[config.mk]
export PLATFORM = sky130hd
export DESIGN_NAME = seq_pattern_gen
export DESIGN_NICKNAME = d
export VERILOG_FILES = /design/src/rtl/seq_pattern_gen.sv
export SDC_FILE = /design/constraint.sdc
export NUM_CORES = 1
export LEC_CHECK = 0
export CAP_MARGIN = 20
export CORE_MARGIN = 8
export CORE_UTILIZATION = 36
export DETAILED_ROUTE_END_ITERATION = 12
export GPL_TIMING_DRIVEN = 0
export PLACE_DENSITY = 0.56
export RECOVER_POWER = 25
export SLEW_MARGIN = 20
export SYNTH_ARGS = -nofsm -noshare
export SYNTH_HDL_FRONTEND = slang
export SYNTH_SLANG_ARGS = --single-unit
export TNS_END_PERCENT = 5
[constraint.sdc]
create_clock -name clk -period 3.5 [get_ports clk]
set_input_delay 0.7 -clock clk [delete_from_list [all_inputs] [get_ports clk]]
set_output_delay 0.7 -clock clk [all_outputs]
set_load 0.01 [all_outputs]
[src/rtl/seq_pattern_gen.sv]
// Serial pattern transmitter: latches a pattern and repeat count on start and
// shifts it out MSB-first, with an optional idle gap between repetitions.
module seq_pattern_gen #(
    parameter int PAT_W = 3,
    parameter int CNT_W = 4,
    parameter int GAP   = 1
) (
    input  logic             clk,
    input  logic             rst,
    input  logic             start,
    input  logic             abort,
    input  logic [PAT_W-1:0] pattern,
    input  logic [CNT_W-1:0] reps,
    output logic             seqout,
    output logic             seq_valid,
    output logic             busy,
    output logic             done
);

    localparam int IDX_W = $clog2(PAT_W);
    localparam int GAP_W = (GAP > 1) ? $clog2(GAP) : 1;

    localparam logic [IDX_W-1:0] IDX_TOP = IDX_W'(PAT_W - 1);
    localparam logic [GAP_W-1:0] GAP_TOP = GAP_W'((GAP > 0) ? GAP - 1 : 0);

    localparam logic [3:0] S_IDLE  = 4'b0001;
    localparam logic [3:0] S_SHIFT = 4'b0010;
    localparam logic [3:0] S_GAP   = 4'b0100;
    localparam logic [3:0] S_DONE  = 4'b1000;

    logic [3:0]       state;
    logic [PAT_W-1:0] pat_reg;
    logic [IDX_W-1:0] bit_idx;
    logic [CNT_W-1:0] rep_cnt;
    logic [GAP_W-1:0] gap_cnt;

    always_ff @(posedge clk) begin
        if (rst) begin
            state   <= S_IDLE;
            pat_reg <= '0;
            bit_idx <= '0;
            rep_cnt <= '0;
            gap_cnt <= '0;
        end else if (abort) begin
            // Cancel wins over everything, including a start seen in IDLE.
            state <= S_IDLE;
        end else begin
            case (state)
                S_IDLE: begin
                    if (start) begin
                        pat_reg <= pattern;
                        rep_cnt <= (reps == '0) ? CNT_W'(1) : reps;
                        bit_idx <= IDX_TOP;
                        state   <= S_SHIFT;
                    end
                end
                S_SHIFT: begin
                    if (bit_idx == '0) begin
                        rep_cnt <= rep_cnt - 1'b1;
                        if (rep_cnt == CNT_W'(1)) begin
                            state <= S_DONE;
                        end else if (GAP > 0) begin
                            gap_cnt <= GAP_TOP;
                            state   <= S_GAP;
                        end else begin
                            bit_idx <= IDX_TOP;
                        end
                    end else begin
                        bit_idx <= bit_idx - 1'b1;
                    end
                end
                S_GAP: begin
                    if (gap_cnt == '0) begin
                        bit_idx <= IDX_TOP;
                        state   <= S_SHIFT;
                    end else begin
                        gap_cnt <= gap_cnt - 1'b1;
                    end
                end
                S_DONE: begin
                    state <= S_IDLE;
                end
                default: begin
                    state <= S_IDLE;
                end
            endcase
        end
    end

    // Moore outputs: decoded from registered state and datapath only.
    assign seqout    = (state == S_SHIFT) & pat_reg[bit_idx];
    assign seq_valid = (state == S_SHIFT);
    assign busy      = (state != S_IDLE);
    assign done      = (state == S_DONE);

endmodule

## Yosys cells after proc, flatten, opt, wreduce, memory -nomap -nowiden

Cells that the tools add are included.

- Register bits after elaboration: 14
- Latch bits: 0
- Memory bits (writable): 0
- Bits in read-only memories: 0
- Input bits: 11
- Memories kept: 0

- Add/subtract/negate cells: 3
- Multiply operators: 0
- Div/mod/pow operators: 0
- Order comparisons: 1
- Equal/unequal tests: 11
- Shifts and indexed selects: 0
- Multiplexer cells: 19
- Bitwise gates (word level): 2
- Reductions and logical operators: 11

Operators with widths:

| kind | number |
|---|---|
| 4-bit two-way mux | 7 |
| 4-bit one-hot mux with 3 select lines | 1 |
| 4-bit by 1-bit == test with 1-bit output (second input constant) | 2 |
| 2-bit != test (second input constant) | 4 |
| 4-bit one-hot mux with 2 select lines | 1 |
| 4-bit AND reduction | 2 |
| 2-bit two-way mux | 3 |
| 2-bit one-hot mux with 3 select lines | 1 |
| 3-bit AND reduction | 2 |
| 5-bit AND reduction | 1 |
| 4-bit by 2-bit == test with 1-bit output (second input constant) | 1 |
| 4-bit by 3-bit == test with 1-bit output (second input constant) | 1 |
| 4-bit == test (second input constant) | 1 |
| 4-bit logical NOT | 1 |
| 1-bit two-way mux | 4 |
| 4-bit by 1-bit != test with 1-bit output (second input constant) | 1 |
| 2-bit nonzero test | 2 |
| 4-bit by 1-bit subtractor with 4-bit output (second input constant) | 1 |
| 2-bit by 3-bit less-than comparator with 1-bit output (second input constant) | 1 |
| 3-bit nonzero test | 1 |
| 1-bit binary-select mux with 2-bit select | 1 |
| 2-bit logical NOT | 1 |
| 2-bit by 1-bit != test with 1-bit output (second input constant) | 1 |
| 1-bit one-hot mux with 2 select lines | 1 |
| 5 further kinds | 5 |

## Logic depth before layout (Yosys ltp)

- Depth after elaboration: 4
- Depth in mapped cells: 6
- Gate-level depth less buffers: 5

## Worst setup path after synthesis

No wires, ideal clock.

- Path kind: register to output
- Start point: reg state[0]
- End point: out busy
- Data arrival time: 1179 ps
- Data required time: 2800 ps
- Path slack: 1621 ps
- Stages on the path, launching flop included: 3
- Buffers on the path: 0
- Path through: dfxtp_1 -> nor4b_1 -> inv_1

- Cells in the longest elaborated chain, start to end: 1

RTL lines:

| what | RTL line | source |
|---|---|---|
| start: declaration | 31 | `logic [3:0] state;` |
| start signal: assignment | 39 | `state <= S_IDLE;` |
| start signal: assignment | 46 | `state <= S_IDLE;` |
| start signal: assignment | 54 | `state <= S_SHIFT;` |
| 4-bit by 1-bit != test with 1-bit output | 93 | `assign busy = (state != S_IDLE);` |
| end: declaration | 16 | `output logic busy,` |

No other way between the ends.

## Worst setup path after layout

- Start point: reg state[2]
- End point: out seq_valid

- Cells in the longest elaborated chain, start to end: 1

RTL lines:

| what | RTL line | source |
|---|---|---|
| 4-bit by 2-bit == test with 1-bit output | 92 | `assign seq_valid = (state == S_SHIFT);` |
| end: declaration | 15 | `output logic seq_valid,` |

No other way between the ends.

==> flow_metrics.tcl <==
set metrics [dict create \
    clock_tree.root_cell "clkbuf_4" \
    critPathKind "flip-flop to primary output" \
    rows 16 \
    grt_overflow_total 0 \
    critical_path.endpoint_type "primary output" \
    cts_tree "done" \
    cts_setup_buffers 0 \
    ir_drop_uv 188.1 \
    dpl.hpwl_um 1262 \
    fin_crit_sh_pct 86.33 \
    drive_gt1_share_pct 8.654 \
    die_area_um2 3751 \
    timing.slew.headroom_pct 34.63 \
    tightest_slew_ps 966.9 \
    fillers 216 \
    viasPerCell 5.244 \
    fin_skew_ps 1.585 \
    yosysUniqueCellTypes 32 \
    cp-start-kind "flip-flop" \
    area_growth_pct 25.64 \
    holdPathStages 2 \
    vias 687 \
    crit_required_ps 2800 \
    drt_pre_antenna_iters 4 \
    outcome "complete, no violations" \
    clk_pin_slew_ps 80 \
    hold_path.class "flip-flop to flip-flop" \
    gp_congestion 0.7981 \
    reg2reg_slack_ps 1280 \
    leakage_nw 0.3374 \
    syn_nets 100 \
    cts_sinks 13 \
    drtAntennaViolNets 0 \
    drt_wl_total_um 1727 \
    design.core.area_um2 1942 \
    crit_fanout 9 \
    initial_core_util_pct 37.95 \
    r2r_end "rep_cnt[0]$_SDFFE_PP0P_" \
    die_w_um 61.25 \
    drcViolationCount 0 \
    avgSynthCellArea_um2 8.569 \
    cts.htree.levels 1 \
    synth_top_area_share_pct 35.31 \
    p_per_area_nw_per_um2 333.1 \
    antenna_found_initial 0 \
    hold_end "rep_cnt[1]$_SDFFE_PP0P_" \
    grt_pass1_vias 673 \
    io_buffers 14 \
    r2r-start "state[2]$_SDFFE_PP0P_" \
    period_needed_ps 3022 \
    ios 15 \
    cts_inserted_buffers 3 \
    synth.cell_area_um2 737.0 \
    grt_max_degree 11 \
    max_freq_mhz 330.9 \
    synth_top_cell_by_area "dfxtp_1" \
    grtUsageTotal_pct 10.24 \
    postCtsHoldBufs 0 \
    clock_path_buffers 2 \
    yosysWarnings 0 \
    ys_ff_latch 13 \
    synthTopCellsByArea "dfxtp_1, nor2_1, mux2i_1, ha_1, nand2_1" \
    worstHoldStart "rep_cnt[1]$_SDFFE_PP0P_" \
    grt_pass1_wl_um 2856 \
    slew_viol_final 0 \
    ys_seq_area_share_pct 35.31 \
    rsz0062_at_grt "no" \
    finalHoldViolations 0 \
    die_h_um 61.25 \
    fin_nets 119 \
    wl_per_cell_um 13.18 \
    drtIter0Drc 11 \
    cp.arrival_ps 2320 \
    synthCells 86 \
    drv_cap 0 \
    hold-worst-slack_ps 476.0 \
    insertedDiodeCount 0 \
    cts_resized 0 \
    reg2reg_depth 6 \
    setup_viol 0 \
    clk_latency_ps 290 \
    setup-tns-final_ps 0 \
    crit_start "state[2]$_SDFFE_PP0P_" \
]
-- worst max-delay path, cell delays in order, from the launching register on --
cell and delay, ps:
dfxtp_1 370, or4b_1 530, clkbuf_1 240, clkinvlp_2 300, clkdlybuf4s50_1 590
-- Yosys cell counts, drive strengths merged --
library cell / number
or4b: 2
nand3b: 1
clkbuf: 1
dfxtp: 13
o21a: 1
or3: 1
nand2: 8
buf: 1
nor2: 13
nand2b: 1
a31oi: 2
o311ai: 1
mux2i: 4
clkinv: 1
a211o: 1
inv: 6
o31ai: 1
a221oi: 1
a32oi: 1
and3b: 1
a21oi: 4
o2111ai: 1
nand4: 1
nor2b: 2
nor4b: 3
nor4: 1
ha: 3
a21o: 2
or2: 1
nor3: 3
o21ai: 3
a41oi: 1
-- metal layers --
layer	share of wire (%)	GRT usage, %	up-vias
li1	-	-	349
met1	45	11.19	322
met2	50	17.16	11
met3	2.4	2.296	5
met4	2.8	6.977	0
met5	0	0	-
-- kinds of logic (layout without fill, tap and decap cells) --
group	Yosys count	count (layout)	synth area share, %
compound gates	19	19	20.71
fa+ha+maj	3	3	5.094
buf+inv	9	27	6.281
flops	13	13	35.31
mux	4	4	5.433
simple gates	38	38	27.17
-- per-stage QoR --
step / utilization, % / cells / total power [W] / setup WS (ps) / cell area [um2]
floorplan: - / 86 / 0.0001919 / 1621 / 737.0
global placement: 46.91 / 127 / 0.0002137 / 970.6 / 910.9
detailed placement: 46.91 / 127 / 0.0002139 / 987.6 / 910.9
CTS: 48.26 / 131 / 0.0003128 / 643.2 / 937.1
global route: 47.68 / 131 / 0.0003215 / 406.7 / 925.9
finish: 47.68 / 131 / 0.0003084 / 478.4 / 925.9
-- worst max path at each step --
| stage | endpoint | depth (start not counted) |
|---|---|---|
| 3_3_place_gp | busy | 3 |
| 2_1_floorplan | busy | 2 |
| 6_report | seq_valid | 4 |
| 5_1_grt | seq_valid | 4 |
| 3_5_place_dp | busy | 3 |
| 4_1_cts | busy | 3 |
-- report_power, final --
part	switching, W	internal, W
logic	0.0000245	0.0000266
registers	0.00000522	0.000154
clock network	0.0000538	0.0000444
-- layout by cell type (no fill, tap or decap) --
cell             instances
a211o_2                  1
a21o_2                   2
a21oi_1                  4
a221oi_1                 1
a31oi_1                  2
a32oi_4                  1
a41oi_1                  1
and3b_1                  1
clkbuf_1                 3
clkbuf_4                 3
clkdlybuf4s50_1         12
clkinvlp_2               1
dfxtp_1                 13
dlygate4sd3_1            2
ha_1                     3
inv_1                    6
mux2i_1                  4
nand2_1                  8
nand2b_1                 1
nand3b_1                 1
nand4_1                  1
nor2_1                  13
nor2b_1                  2
nor3_1                   3
nor4_1                   1
nor4b_1                  3
o2111ai_1                1
o21a_1                   1
o21ai_0                  3
o311ai_0                 1
o31ai_1                  1
or2_2                    1
or3_1                    1
or4b_1                   2
-- cell type report --
cell class	count	area, um2	share of cell area [%]
Clock buffer	4	26.28	2.838
Inverter	7	27.53	2.973
Multi-Input combinational cell	64	430.4	46.49
Buffer	2	7.507	0.8108
Sequential cell	13	260.3	28.11
Tap cell	27	33.78	3.649
Timing Repair Buffer	14	140.1	15.14
(Power assumes the default switching activity.)
==> patch (config.mk and constraints unchanged) <==
Change the parameter `PAT_W` from 3 to 4.
--- a/src/rtl/seq_pattern_gen.sv
+++ b/src/rtl/seq_pattern_gen.sv
@@ -2,5 +2,5 @@
 // shifts it out MSB-first, with an optional idle gap between repetitions.
 module seq_pattern_gen #(
-    parameter int PAT_W = 3,
+    parameter int PAT_W = 4,
     parameter int CNT_W = 4,
     parameter int GAP   = 1
Interface: changed (resized pattern); port bits go from 15 to 16. The function was not compared with the original's and may differ.
==> patch against the original RTL <==
Final area is 5.8% higher; wire length hardly changed; sequential cell count is 1 higher; register-to-register slack better by 0.39 ns; hold slack better by 0.0097 ns; global-route usage is 0.63 points lower; count of clock-buffer cells in the layout stayed put; setup slack better by 0.25 ns; maximum frequency is 9.2% higher; total power is 13% higher; area after synthesis is 3.1% higher; clock power is 16% higher.
==> patch: results (changes against the original RTL) <==
yosysWarnings: 0  # unchanged
hpwl_um: 1350  # +7.0%
yosysSeqAreaShare: 0.369  # +0.0159
synth_cells: 85  # -1.2%
use_met1: 0.120  # +0.00838
drive_above_1_share: 0.106  # +0.0192
synth.distinct_cells: 31  # -3.1%
path_max_fanout: 8  # -1
yosysTopAreaCellShare: 0.369  # +0.0159
dp_slack_ns: 0.967  # -0.0210 ns
peakVddDrop_v: 0.000202  # +7.5%
synthTopCellsByCount: "14 x dfxtp_1, 11 x nor2_1, 9 x a21oi_1, 6 x inv_1"
rrSetupSlack_ns: 1.67  # +0.39 ns
finalNetCount: 120  # +0.84%
track_usage: 0.0961  # -0.00628
grt_overflow_total: 0  # unchanged
fin_util: 0.494  # +0.0175
critPathArrivalTime_ns: 2.07  # -0.25 ns
grt_pass1_wl_um: 2660  # -6.8%
gr-usage-met3: 0.0309  # +0.00790
dr_total_vias: 680  # -1.0%
worstMarginPinSlew_ns: 0.456  # -0.510 ns
p_leak_nw: 0.385  # +14%
outcome: "finished clean"
grt_pass1_vias: 595  # -12%
dpl_cell_area_um2: 943  # +3.6%
skew_ns: 0.00360  # +0.00202 ns
max_clock_freq_mhz: 361  # +9.2%
first_iter_violations: 16  # +5
fin_hold_ws_ns: 0.486  # +0.00970 ns
wl_per_cell_um: 13.2  # about the same
num-fill-cells: 195  # -9.7%
grtUsageMet2: 0.143  # -0.0284
[patch: worst paths after layout]
kind                                  end  depth (start not counted)                    start
setup / recovery                   seqout                          5    state[2]$_SDFFE_PP0P_
hold / removal    rep_cnt[3]$_SDFFE_PP0P_                          2  rep_cnt[3]$_SDFFE_PP0P_
setup reg to reg  rep_cnt[3]$_SDFFE_PP0P_                          6  bit_idx[0]$_SDFFE_PP0P_
hold reg to reg   rep_cnt[3]$_SDFFE_PP0P_                          2  rep_cnt[3]$_SDFFE_PP0P_
[patch: where the power goes]
| group | switching, mW | internal [mW] |
|---|---|---|
| registers | 0.00625 | 0.167 |
| logic | 0.0297 | 0.0321 |
| clock network | 0.0510 | 0.0633 |
| total | 0.0870 | 0.262 |
[patch: cells by family (layout without fill, tap and decap cells)]
kind of cell             Yosys count  count (layout)  share of synthesized area
adder cells (fa/ha/maj)            3               3                     0.0494
buffers and inverters              9              28                     0.0708
AO/OA/AOI/OAI                     19              19                      0.171
AND/OR/NAND/NOR                   35              35                      0.257
flip-flops                        14              14                      0.369
multiplexers                       5               5                     0.0824
[patch: cell type report]
cell class,instances,share of cell area
Buffer,2,0.0153
Clock buffer,4,0.0370
Inverter,7,0.0396
Multi-Input combinational cell,62,0.434
Sequential cell,14,0.286
Tap cell,27,0.0345
Timing Repair Buffer,15,0.153
[patch: worst max-delay path, cell delays in order, from the launching register on]
cell and delay, ns:
dfxtp_1 0.36, or4b_1 0.56, buf_6 0.17, clkinv_8 0.06
and2_1 0.11, clkdlybuf4s50_1 0.53
[patch: metal layers]
layer | routed length (µm) | vias to the layer above
met3 | 89 | 4
li1 | - | 349
met5 | 0 | -
met1 | 854 | 315
met4 | 24 | 0
met2 | 759 | 12
